### src/rtl/trivium_stream_ctrl.sv
// trivium_stream_ctrl
//
// Sequencer for an external bit-serial Trivium keystream core. A job starts
// with a one-cycle key/IV load, runs WARMUP discarded core steps, then steps
// the core one bit per cycle and packs the bits (first bit -> bit 0) into a
// W-bit keystream buffer. A full buffer is transferred into the registered
// output word (optionally XORed with a plaintext word) via valid/ready.
// While the buffer is full the core is stalled, so no keystream is lost.
//
// Configuration macro: TRIV_XOR_EN
//   defined   : out_data = keystream ^ in_data, plaintext handshake active.
//   undefined : keystream-only export; in_ready tied 0, in_data ignored.
//
// Ports:
//   clk, reset (synchronous, active-low)
//   start, len[15:0]       job request (len in W-bit words, captured once)
//   busy, done             status; done is a one-cycle pulse
//   core_load, core_en     core control (act at the next rising edge)
//   core_z                 current keystream bit from the core
//   in_data/in_valid/in_ready     plaintext word stream
//   out_data/out_valid/out_ready  ciphertext (or keystream) word stream

module trivium_stream_ctrl #(
    parameter int WARMUP = 1152,
    parameter int W      = 8
) (
    input  logic         clk,
    input  logic         reset,
    input  logic         start,
    input  logic [15:0]  len,
    output logic         busy,
    output logic         done,
    output logic         core_load,
    output logic         core_en,
    input  logic         core_z,
    input  logic [W-1:0] in_data,
    input  logic         in_valid,
    output logic         in_ready,
    output logic [W-1:0] out_data,
    output logic         out_valid,
    input  logic         out_ready
);

    localparam int WCW = $clog2(WARMUP + 1);
    localparam int BCW = $clog2(W + 1);
    localparam logic [WCW-1:0] WARM_LAST = WCW'(WARMUP - 1);
    localparam logic [BCW-1:0] BIT_FULL  = BCW'(W);

    typedef enum logic [2:0] {
        ST_IDLE,
        ST_LOAD,
        ST_WARM,
        ST_COLLECT,
        ST_DRAIN
    } state_t;

    state_t         state_reg, state_next;
    logic [WCW-1:0] warm_cnt_reg;
    logic [15:0]    word_cnt_reg;
    logic [BCW-1:0] bit_cnt_reg;
    logic [W-1:0]   ks_buf_reg, ks_buf_next;
    logic [W-1:0]   out_data_reg;
    logic           out_valid_reg;
    logic           done_reg;

    logic           buf_full;
    logic           out_free;
    logic           xfer_rdy;
    logic           xfer;
    logic           shift_en;
    logic [W-1:0]   word_value;

    assign buf_full = (bit_cnt_reg == BIT_FULL);
    // Output register can take a new word if empty or being emptied this cycle.
    assign out_free = !out_valid_reg || out_ready;
    assign xfer_rdy = (state_reg == ST_COLLECT) && buf_full && out_free;
    assign shift_en = (state_reg == ST_COLLECT) && !buf_full;

`ifdef TRIV_XOR_EN
    assign in_ready   = xfer_rdy;
    assign xfer       = xfer_rdy && in_valid;
    assign word_value = ks_buf_reg ^ in_data;
`else
    logic unused_plaintext;
    assign unused_plaintext = ^{in_data, in_valid};
    assign in_ready   = 1'b0;
    assign xfer       = xfer_rdy;
    assign word_value = ks_buf_reg;
`endif

    // ------------------------------------------------------------------
    // FSM: state register
    // ------------------------------------------------------------------
    always_ff @(posedge clk) begin
        if (!reset) begin
            state_reg <= ST_IDLE;
        end else begin
            state_reg <= state_next;
        end
    end

    // ------------------------------------------------------------------
    // FSM: next state and core control
    // ------------------------------------------------------------------
    always_comb begin
        state_next = state_reg;
        core_load  = 1'b0;
        core_en    = 1'b0;
        unique case (state_reg)
            ST_IDLE: begin
                if (start && (len != 16'd0)) begin
                    state_next = ST_LOAD;
                end
            end
            ST_LOAD: begin
                core_load  = 1'b1;
                state_next = ST_WARM;
            end
            ST_WARM: begin
                core_en = 1'b1;
                if (warm_cnt_reg == WARM_LAST) begin
                    state_next = ST_COLLECT;
                end
            end
            ST_COLLECT: begin
                // The core only advances while there is room for its bit.
                core_en = !buf_full;
                if (xfer && (word_cnt_reg == 16'd1)) begin
                    state_next = ST_DRAIN;
                end
            end
            ST_DRAIN: begin
                // Leave only once the last word has gone; done pulses in the
                // final DRAIN cycle so a start coinciding with done is ignored.
                if (!out_valid_reg) begin
                    state_next = ST_IDLE;
                end
            end
            default: state_next = ST_IDLE;
        endcase
    end

    assign busy      = (state_reg != ST_IDLE);
    assign done      = done_reg;
    assign out_data  = out_data_reg;
    assign out_valid = out_valid_reg;

    // ------------------------------------------------------------------
    // Keystream buffer: bit gi captures core_z when the bit counter points
    // at it; cleared on load and on every transfer.
    // ------------------------------------------------------------------
    genvar gi;
    generate
        for (gi = 0; gi < W; gi++) begin : g_ks_bit
            assign ks_buf_next[gi] =
                (xfer || (state_reg == ST_LOAD)) ? 1'b0 :
                (shift_en && (bit_cnt_reg == BCW'(gi))) ? core_z :
                ks_buf_reg[gi];
        end
    endgenerate

    // ------------------------------------------------------------------
    // Datapath and counters
    // ------------------------------------------------------------------
    always_ff @(posedge clk) begin
        if (!reset) begin
            warm_cnt_reg  <= '0;
            word_cnt_reg  <= '0;
            bit_cnt_reg   <= '0;
            ks_buf_reg    <= '0;
            out_data_reg  <= '0;
            out_valid_reg <= 1'b0;
            done_reg      <= 1'b0;
        end else begin
            done_reg   <= 1'b0;
            ks_buf_reg <= ks_buf_next;

            if ((state_reg == ST_IDLE) && start) begin
                if (len == 16'd0) begin
                    done_reg <= 1'b1;
                end else begin
                    word_cnt_reg <= len;
                end
            end

            if (state_reg == ST_WARM) begin
                warm_cnt_reg <= warm_cnt_reg + 1'b1;
            end else begin
                warm_cnt_reg <= '0;
            end

            if (state_reg == ST_LOAD) begin
                bit_cnt_reg <= '0;
            end else if (xfer) begin
                bit_cnt_reg <= '0;
            end else if (shift_en) begin
                bit_cnt_reg <= bit_cnt_reg + 1'b1;
            end

            if (xfer) begin
                out_data_reg  <= word_value;
                out_valid_reg <= 1'b1;
                if (word_cnt_reg != 16'd0) begin
                    word_cnt_reg <= word_cnt_reg - 16'd1;
                end
            end else if (out_valid_reg && out_ready) begin
                out_valid_reg <= 1'b0;
                if (state_reg == ST_DRAIN) begin
                    done_reg <= 1'b1;
                end
            end
        end
    end

endmodule

### config.mk
export PLATFORM = sky130hd
export DESIGN_NAME = trivium_stream_ctrl
export DESIGN_NICKNAME = d
export VERILOG_FILES = /design/src/rtl/trivium_stream_ctrl.sv
export SDC_FILE = /design/constraint.sdc
export NUM_CORES = 1
export LEC_CHECK = 0
export BUFFER_PORTS_ARGS = -buffer_cell sky130_fd_sc_hd__buf_2
export CAP_MARGIN = 20
export CORE_MARGIN = 1
export CORE_UTILIZATION = 40
export DETAILED_ROUTE_END_ITERATION = 10
export MAX_ROUTING_LAYER = met4
export PLACE_DENSITY_LB_ADDON = 0.08
export SYNTH_ARGS = -nofsm -noshare
export SYNTH_HDL_FRONTEND = slang
export SYNTH_SLANG_ARGS = --single-unit
### constraint.sdc
create_clock -name clk -period 1.8 [get_ports clk]
set_input_delay 0.18 -clock clk [delete_from_list [all_inputs] [get_ports clk]]
set_output_delay 0.18 -clock clk [all_outputs]
set_load 0.02 [all_outputs]
==> impl_metrics.csv <==
group,metric,value,unit
global_route,track_usage,0.194,
critical_path,regToRegStartpoint,"word_cnt_reg[7]",
pwr,p_switching,769,µW
clock_tree,cts_hold_buf,0,
yosys,syn_area,0.00264,mm²
clock_tree,cts-root-buf,"clkbuf_8",
routing,met1Wirelength,3.23,mm
die,dieArea,0.00693,mm²
routing,vias,2478,
global_route,gr-total-overflow,0,
sta,fmax,550,MHz
clock_tree,cts_tree,"built",
critical_path,worstPathArrival,2050,ps
min_path,hold_path.class,"primary input to flip-flop",
status,status,"finished with violations",
sta,fin_crit,1820,ps
clock_tree,cts_buffers,5,
pwr,p_seq_frac,0.480,
sta,setup_viol,1,
yosys,synthCells,309,
critical_path,reg2reg_to,"word_cnt_reg[10]",
yosys,yosysWarnings,0,
routing,via_per_inst,5.27,
placed_design,hpwl,4.80,mm
critical_path,reg2reg_depth,5,
die,die_y,83.2,µm
layout,fillers,627,
routing,topRoutingLayerUsed,"met4",
placed_design,place_congestion,0.878,
routing,wl_met2,3.01,mm
yosys,yosysSeqAreaShare,0.394,
pwr,intPower,1.81,mW
critical_path,path_max_fanout,5,
placed_design,placed_area,0.00320,mm²
clock_tree,clk_pin_slew,90,ps
global_route,grt_first_pass_wirelength,10.7,mm
critical_path,critical_path_class,"flip-flop to flip-flop",
pwr,peakVddDrop,0.493,mV
sta,rsz0062_at_grt,"true",
routing,drc_errors,0,
routing,drtAntennaViolNets,0,
die,rows,29,
yosys,synth_top_area_frac,0.394,
die,die_x,83.2,µm
global_route,grt_max_degree,22,
global_route,grt_pass1_vias,2331,
min_path,hold_path_depth,3,
clock_tree,insertion_delay,300,ps
pwr,combinationalPowerShare,0.253,
critical_path,cp-start-kind,"flip-flop",
routing,wl_met3,216,µm
yosys,synth_area_leader_cell,"dfxtp_1",
die,start_util,0.416,
layout,final_cell_area,0.00347,mm²
sta,final.setup_skew,4.48,ps
sta,fin_crit_sh,1.01,
critical_path,reg2reg_slack,-20,ps
routing,wl_per_cell,13.9,µm
yosys,syn_nets,347,
placed_design,port_buffers,33,
layout,areaGrowthSynthToFinish,31.3,%
routing,wl,6.54,mm
clock_tree,htreeDepth,2,
pwr,swShare,0.298,
yosys,synth_area_leaders,"dfxtp_1 39%, nand2_1 5.4%, nor2_1 5.3%, a21oi_1 3.8%, ha_1 3.8%",
pwr,p_clk_frac,0.268,
layout,finalNetCount,430,
clock_tree,clock_path_buffers,2,
job,maxCapViolations,0,
pwr,powerDensity,744,mW/mm²
yosys,synth.avg_cell_area,8.54,µm²
yosys,synth-seq-cells,52,
pwr,p_leak,1.43,nW
sta,setup_tns,-18.4,ps
sta,hold_violations,0,
min_path,hold_end,"word_cnt_reg[3]",
layout,num_antenna_cells,0,
status,violations,"negative setup slack",
yosys,synthArstFlopShare,0,
clock_tree,cts_sinks,52,
routing,drtPass1Iterations,4,
critical_path,cp.required,2030,ps
die,io_pins,44,
yosys,synth_edf_count,0,
yosys,synth_flop_cell,"dfxtp_1",
min_path,hp-start,"len[3]",
layout,drive_above_1_share,0.364,
sta,finalMaxSlewViolations,0,
die,core_region_area,0.00635,mm²
yosys,synth.distinct_cells,60,
sta,finalWorstSetupSlack,-18.4,ps
critical_path,cp-end-kind,"flip-flop",
global_route,antenna_found_initial,0,
routing,drt-initial-drc-count,119,
layout,largest_reg_flops,16,
[synth_stat cells, types with 4 or more instances]
master	n
ha_1	8
nand4_1	7
o21ai_0	5
nor2_1	37
a31oi_1	7
nor3_1	8
or3_1	6
xnor2_1	5
inv_1	8
buf_2	4
dfxtp_1	52
mux2i_1	8
xor2_1	6
nor4_1	5
nand2_1	38
a21oi_1	20
o211ai_1	4
nand3_1	18
[cell families (layout without fill, tap and decap cells)]
logic type / after synthesis / after routing / share of synthesized area
other cells: 1 / 1 / 0.00142
mux: 8 / 8 / 0.0303
flops: 52 / 52 / 0.394
simple gates: 149 / 149 / 0.300
buf+inv: 22 / 106 / 0.0474
xor+xnor: 11 / 11 / 0.0365
fa+ha+maj: 8 / 8 / 0.0379
compound gates: 58 / 58 / 0.152
[placed cells by master (no fill, tap or decap), types with 3 or more instances in the layout]
master and count:
buf_4 52, dfxtp_1 45, nand2_1 37, nor2_1 35
buf_2 33, a21oi_1 20, nand3_1 16, mux2i_1 8
nand4_1 7, a31oi_1 7, dfxtp_2 7, xor2_1 6
ha_1 6, clkbuf_8 6, or3_1 5, nor4_1 5
nor3_1 5, xnor2_1 5, inv_2 4, inv_1 4
o211ai_1 4, buf_6 4, or4_4 3, nor3_2 3
nand3b_1 3, o21ai_0 3, and3_1 3
[through the flow]
stage                     std cells  setup slack (ps)  power [mW]  utilization  hold WS [ps]
after floorplan                 309              3.08        1.59            -           297
after global placement          455             -31.8        1.83        0.503           444
after detailed placement        455             -48.8        1.83        0.503           446
after CTS                       466             -4.40        2.54        0.526           140
after global routing            470              -115        2.72        0.546           131
final                           470             -18.4        2.58        0.546           139
[power by group through the flow]
| stage | Combinational (mW) | Clock, mW | Sequential, mW |
|---|---|---|---|
| global placement | 0.571 | 0 | 1.26 |
| detailed placement | 0.573 | 0 | 1.26 |
| global route | 0.716 | 0.765 | 1.24 |
| CTS | 0.584 | 0.723 | 1.23 |
| floorplan | 0.332 | 0 | 1.25 |
| finish | 0.653 | 0.690 | 1.24 |
[timing repair]
| item | in CTS | in global routing |
|---|---|---|
| pin swaps | 2 | 14 |
| buffers inserted | 3 | 5 |
| cloned | 0 | 1 |
| resized for setup | 9 | 29 |
| endpoints found under the setup margin | 20 | 19 |
[critical path: stages (launching register included)]
cell and delay [ps]:
dfxtp_2 360, or4_4 560, nor2_2 100, nand4_1 190, or3_1 410, a31oi_1 130
[layer usage]
metal  global-route usage  vias up
met5                    -        -
met4               0.0596        0
met3               0.0328        6
met2                0.306       43
met1                0.253     1151
li1                     -     1278
[worst max path at each step]
stage / end / from / cells past startpoint
after CTS: word_cnt_reg[3] / bit_cnt_reg[0] / 9
after global routing: word_cnt_reg[10] / bit_cnt_reg[0] / 7
after global placement: word_cnt_reg[3] / word_cnt_reg[0] / 8
final: word_cnt_reg[10] / word_cnt_reg[7] / 5
after detailed placement: word_cnt_reg[3] / word_cnt_reg[0] / 8
after floorplan: word_cnt_reg[12] / bit_cnt_reg[0] / 8
[area by class of cell]
cell class / instances / area [µm²] / area share
multi-input cells: 235 / 1590 / 0.460
flip-flops and latches: 52 / 1050 / 0.303
repair buffers: 89 / 601 / 0.173
well taps: 77 / 96.3 / 0.0278
clock buffers: 6 / 82.6 / 0.0238
inverters: 9 / 33.8 / 0.00975
clock inverters: 2 / 10.0 / 0.00289
Power figures use the tool's default switching activity.
